File: config.mk
export PLATFORM = sky130hd
export DESIGN_NAME = trap_ctrl
export DESIGN_NICKNAME = d
export VERILOG_FILES = /design/src/rtl/trap_ctrl.sv
export SDC_FILE = /design/constraint.sdc
export NUM_CORES = 1
export LEC_CHECK = 0
export ABC_CLOCK_PERIOD_IN_PS = 2670
export CAP_MARGIN = 10
export CELL_PAD_IN_SITES_DETAIL_PLACEMENT = 1
export CELL_PAD_IN_SITES_GLOBAL_PLACEMENT = 1
export CORE_MARGIN = 4
export CORE_UTILIZATION = 27
export DETAILED_ROUTE_END_ITERATION = 6
export PLACE_DENSITY = 0.87
export SLEW_MARGIN = 10
export SYNTH_ARGS = -nofsm -noshare
export SYNTH_HDL_FRONTEND = slang
export SYNTH_SLANG_ARGS = --single-unit
File: constraint.sdc
create_clock -name clk_i -period 2.67 [get_ports clk_i]
set_input_delay 0.534 -clock clk_i [delete_from_list [all_inputs] [get_ports clk_i]]
set_output_delay 0.534 -clock clk_i [all_outputs]
set_load 0.05 [all_outputs]
File: src/rtl/trap_ctrl.sv
// rtl/trap_ctrl.sv - exception/mret sequencer feeding the machine-mode CSR file and fetch redirect
// Optional feature macro: TRAP_MTVAL_EN (mtval next-value generation; mtval_d_o is 0 when undefined).
module trap_ctrl #(
  parameter logic [1:0]  MPP_VALUE = 2'b11,
  parameter logic [31:0] RESET_PC  = 32'h0000_0000
) (
  input  logic        clk_i,
  input  logic        rst_i,
  input  logic        exc_valid_i,
  input  logic        exc_inst_misalign_i,
  input  logic        exc_illegal_i,
  input  logic        exc_ecall_i,
  input  logic        exc_ebreak_i,
  input  logic        exc_load_misalign_i,
  input  logic        exc_store_misalign_i,
  input  logic [31:0] exc_pc_i,
  input  logic [31:0] exc_addr_i,
  input  logic [31:0] exc_instr_i,
  input  logic        mret_i,
  input  logic [31:0] mstatus_i,
  input  logic [31:0] mtvec_i,
  input  logic [31:0] mepc_i,
  input  logic [31:0] mcause_i,
  input  logic        redirect_ready_i,
  output logic        we_exc_o,
  output logic [31:0] mcause_d_o,
  output logic [31:0] mepc_d_o,
  output logic [31:0] mtval_d_o,
  output logic [31:0] mstatus_d_o,
  output logic        flush_o,
  output logic        busy_o,
  output logic        redirect_valid_o,
  output logic [31:0] redirect_pc_o
);

  typedef enum logic [1:0] {IDLE, COMMIT, REDIRECT} state_e;

  state_e      state_q, state_d;
  logic [31:0] mcause_q, mcause_d;
  logic [31:0] mepc_q, mepc_d;
  logic [31:0] mstatus_q, mstatus_d;
  logic [31:0] target_q, target_d;
  logic [31:0] rpc_q, rpc_d;

  logic        exc_any, take;
  logic [31:0] trap_cause, trap_tval, trap_mstatus, ret_mstatus;

  assign exc_any = exc_inst_misalign_i | exc_illegal_i | exc_ecall_i | exc_ebreak_i |
                   exc_load_misalign_i | exc_store_misalign_i;
  assign take    = (state_q == IDLE) && exc_valid_i && (exc_any || mret_i);

  // Priority order differs from numeric cause order: ecall outranks ebreak.
  always_comb begin
    trap_cause = 32'd0;
    trap_tval  = 32'd0;
    if (exc_inst_misalign_i) begin
      trap_cause = 32'd0;
      trap_tval  = exc_addr_i;
    end else if (exc_illegal_i) begin
      trap_cause = 32'd2;
      trap_tval  = exc_instr_i;
    end else if (exc_ecall_i) begin
      trap_cause = 32'd11;
    end else if (exc_ebreak_i) begin
      trap_cause = 32'd3;
    end else if (exc_load_misalign_i) begin
      trap_cause = 32'd4;
      trap_tval  = exc_addr_i;
    end else if (exc_store_misalign_i) begin
      trap_cause = 32'd6;
      trap_tval  = exc_addr_i;
    end
  end

  always_comb begin
    trap_mstatus        = mstatus_i;
    trap_mstatus[7]     = mstatus_i[3];
    trap_mstatus[3]     = 1'b0;
    trap_mstatus[12:11] = MPP_VALUE;
    ret_mstatus         = mstatus_i;
    ret_mstatus[3]      = mstatus_i[7];
    ret_mstatus[7]      = 1'b1;
    ret_mstatus[12:11]  = MPP_VALUE;
  end

  always_comb begin
    mcause_d  = mcause_q;
    mepc_d    = mepc_q;
    mstatus_d = mstatus_q;
    target_d  = target_q;
    rpc_d     = rpc_q;
    if (take) begin
      if (exc_any) begin
        mcause_d  = trap_cause;
        mepc_d    = exc_pc_i & 32'hFFFF_FFFC;
        mstatus_d = trap_mstatus;
        target_d  = mtvec_i & 32'hFFFF_FFFC;
      end else begin
        mcause_d  = mcause_i;
        mepc_d    = mepc_i;
        mstatus_d = ret_mstatus;
        target_d  = mepc_i & 32'hFFFF_FFFC;
      end
    end
    if (state_q == COMMIT) rpc_d = target_q;
  end

`ifdef TRAP_MTVAL_EN
  logic [31:0] mtval_q, mtval_d;

  always_comb begin
    mtval_d = mtval_q;
    if (take) mtval_d = exc_any ? trap_tval : 32'd0;
  end

  always_ff @(posedge clk_i) begin
    if (!rst_i) mtval_q <= 32'd0;
    else        mtval_q <= mtval_d;
  end

  assign mtval_d_o = mtval_q;
`else
  logic unused_tval;
  assign unused_tval = ^trap_tval;
  assign mtval_d_o   = 32'd0;
`endif

  always_ff @(posedge clk_i) begin
    if (!rst_i) begin
      mcause_q  <= 32'd0;
      mepc_q    <= 32'd0;
      mstatus_q <= 32'd0;
      target_q  <= 32'd0;
      rpc_q     <= RESET_PC;
    end else begin
      mcause_q  <= mcause_d;
      mepc_q    <= mepc_d;
      mstatus_q <= mstatus_d;
      target_q  <= target_d;
      rpc_q     <= rpc_d;
    end
  end

  always_ff @(posedge clk_i) begin
    if (!rst_i) state_q <= IDLE;
    else        state_q <= state_d;
  end

  always_comb begin
    state_d = state_q;
    case (state_q)
      IDLE:     if (take) state_d = COMMIT;
      COMMIT:   state_d = REDIRECT;
      REDIRECT: if (redirect_ready_i) state_d = IDLE;
      default:  state_d = IDLE;
    endcase
  end

  always_comb begin
    we_exc_o         = (state_q == COMMIT);
    flush_o          = (state_q == COMMIT) || (state_q == REDIRECT);
    busy_o           = (state_q != IDLE);
    redirect_valid_o = (state_q == REDIRECT);
  end

  assign mcause_d_o    = mcause_q;
  assign mepc_d_o      = mepc_q;
  assign mstatus_d_o   = mstatus_q;
  assign redirect_pc_o = rpc_q;

endmodule

==> impl_metrics.yaml <==
power_and_ir_drop:
  vdd.ir_drop.worst_mv: 0.433
  power_density_nw_per_um2: 908
  seq_power_share: 0.317
  power.switching_mw: 3.87
  p_comb_frac: 0.431
  internal_power_mw: 5.65
  pwr-share-clk: 0.252
  p_sw_frac: 0.406
  power_mw: 9.52
  power_leakage_nw: 3.92
worst_hold_path:
  whs_path_depth: 2
  hp-class: "register to register"
yosys:
  synth_area_per_cell_um2: 10.5
  synth_top_family_by_area: "compound AO/OA/AOI/OAI gates"
  async_flop_share: 0
  ys_types: 35
  ys_ff_latch: 157
  synth_seq_area_share: 0.477
  synth_fa_ha_area_frac: 0.00760
  synthFlopType: "dfxtp_1"
  synth_compound_area_frac: 0.171
  synth-simple-area-share: 0.110
  synth.area.mux_share: 0.143
  netlist_instances: 629
  synth-edff-count: 0
  ys_warn_count: 0
  synth-xor-area-share: 0
  synth_area_um2: 6590
critical_path:
  crit_path_start_kind: "register"
  end_kind: "output pin"
  crit_type: "register to output pin"
  worstPathRequired_ns: 2.14
  rr_worst_depth: 6
  arrival_ns: 1.97
  cp_max_fo: 3
timing:
  worst_slew_pin_slew_ns: 0.600
  post-route-min-period_ns: 2.51
  fin_crit_sh: 0.939
  rsz0062_at_grt: "false"
  setup_viol: 0
  fin_ws_ns: 0.164
  clock.fmax_mhz: 399
  hold_viol: 0
  slew_violations: 0
  slew_headroom: 0.599
  fin_skew_ns: 0.0163
  finalSetupTns_ns: 0
floorplanning:
  rows: 56
  dieArea_um2: 27000
  num_io_pins: 399
  die_w_um: 164
  fp.dieH_um: 164
  coreArea_um2: 23800
  start_util: 0.277
routing:
  vias: 6090
  drtAntennaViolNets: 0
  drt_wl_total_mm: 25.0
  dr.pass1.iters: 4
  drc: 0
  drt_iter0_drc: 292
  detail_route.wl_per_cell_um: 20.1
  via_per_inst: 4.90
clocking:
  post_cts_buffers: 0
  cts.path.max_buffers: 2
  ctsHoldBuffers: 0
  clock_sinks: 157
  clkTransAtPathRegs_ns: 0.07
  insertion_delay_ns: 0.42
  numCtsBuffers: 17
  cts.htree.levels: 4
  cts-root-buf: "clkbuf_16"
  ctsResizeCount: 0
  cts_tree: "done"
global_route:
  grt_pass1_vias: 6523
  overflow: 0
  grt_max_degree: 77
  grt_pass1_wl_mm: 37.9
  antenna_found_initial: 0
  grtUsageTotal: 0.180
cells_and_area:
  n_fill_cell: 2582
  nNetsFinal: 1151
  design_area_um2: 10500
  antenna_cells: 0
  syn_to_final_growth_pct: 59.1
  multi_input_area_um2: 2990
  ff_latch_area_um2: 3140
  drive_gt1_frac: 0.125
place:
  port-buffer-count: 294
  dpl.hpwl_mm: 18.6
  post-place-ws_ns: -0.0262
  place.gp.congestion: 0.761
  placed_area_um2: 9910
flow_run:
  max_cap_violations: 0
run_status:
  outcome: "finished clean"
-- power by group through the flow --
stage	logic, mW	registers [mW]	clock network, mW
after floorplan	1.68	4.02	0
after CTS	4.15	3.02	2.47
after global placement	4.06	3.03	0
after global routing	4.29	3.06	2.57
final	4.11	3.02	2.40
after detailed placement	4.13	3.07	0
-- critical path, stage by stage, from the launching register on --
cell	delay (ns)
dfxtp_1	0.36
inv_1	0.09
ha_1	0.28
clkdlybuf4s50_1	0.82
-- Yosys cell counts, drive strengths merged (2+ instances only) --
master,n,area (um2)
nand4,31,194
o221a,61,687
buf,55,415
clkbuf,43,161
mux2i,94,941
o41a,30,338
dfxtp,157,3140
o211ai,3,22.5
inv,5,18.8
ha,4,50.1
nand2,94,353
o311ai,2,17.5
nor2,32,120
-- layout make-up --
class / count / share of cell area
Clock inverter: 15 / 0.0138
Sequential cell: 157 / 0.300
Timing Repair Buffer: 329 / 0.321
Tap cell: 319 / 0.0381
Inverter: 5 / 0.00179
Clock buffer: 17 / 0.0406
Multi-Input combinational cell: 402 / 0.285
-- routing by layer --
| layer | vias up | GRT usage | part of all wire |
|---|---|---|---|
| met1 | 2961 | 0.202 | 0.39 |
| met4 | 0 | 0.0614 | 0.026 |
| met2 | 256 | 0.315 | 0.49 |
| li1 | 2829 | - | - |
| met5 | - | 0 | 0 |
| met3 | 44 | 0.0657 | 0.086 |
-- state kept, by name (all words and copies together) (netlist names) --
signal,cells
target_q,30
mepc_d_o,32
mstatus_d_o,31
state_q,2
redirect_pc_o,30
mcause_d_o,32
-- through the flow --
stage	utilization	hold slack (ns)	cells
floorplan	-	0.451	662
global route	0.441	0.474	1244
global placement	0.417	0.441	1212
finish	0.441	0.458	1244
CTS	0.441	0.462	1244
detailed placement	0.417	0.452	1212
-- cells in the final DEF (no fill, tap or decap), types with 25 or more instances in the layout --
cell type	synthesis	final
nor2_1	32	31
buf_4	35	25
clkdlybuf4s50_1	0	291
nand2_1	94	94
conb_1	1	34
mux2i_1	94	94
o41a_1	30	30
nand4_1	31	31
o221a_2	41	41
dfxtp_1	157	157
-- kinds of logic (layout without fill, tap and decap cells) --
| logic type | Yosys count | in the layout |
|---|---|---|
| AOI/OAI and AO/OA | 104 | 104 |
| adders and majority gates | 4 | 4 |
| buffers and inverters | 103 | 366 |
| DFF | 157 | 157 |
| muxes | 94 | 94 |
| other | 1 | 34 |
| and+or+nand+nor | 166 | 166 |
-- final timing paths --
path / startpoint / end / slack, ns
setup / recovery: state_q[1] / flush_o / 0.16
hold reg to reg: mcause_d_o[17] / mcause_d_o[17] / 0.46
hold / removal: mcause_d_o[17] / mcause_d_o[17] / 0.46
setup reg to reg: state_q[1] / mepc_d_o[18] / 0.67
No activity file was read; power rests on OpenSTA's default activity.
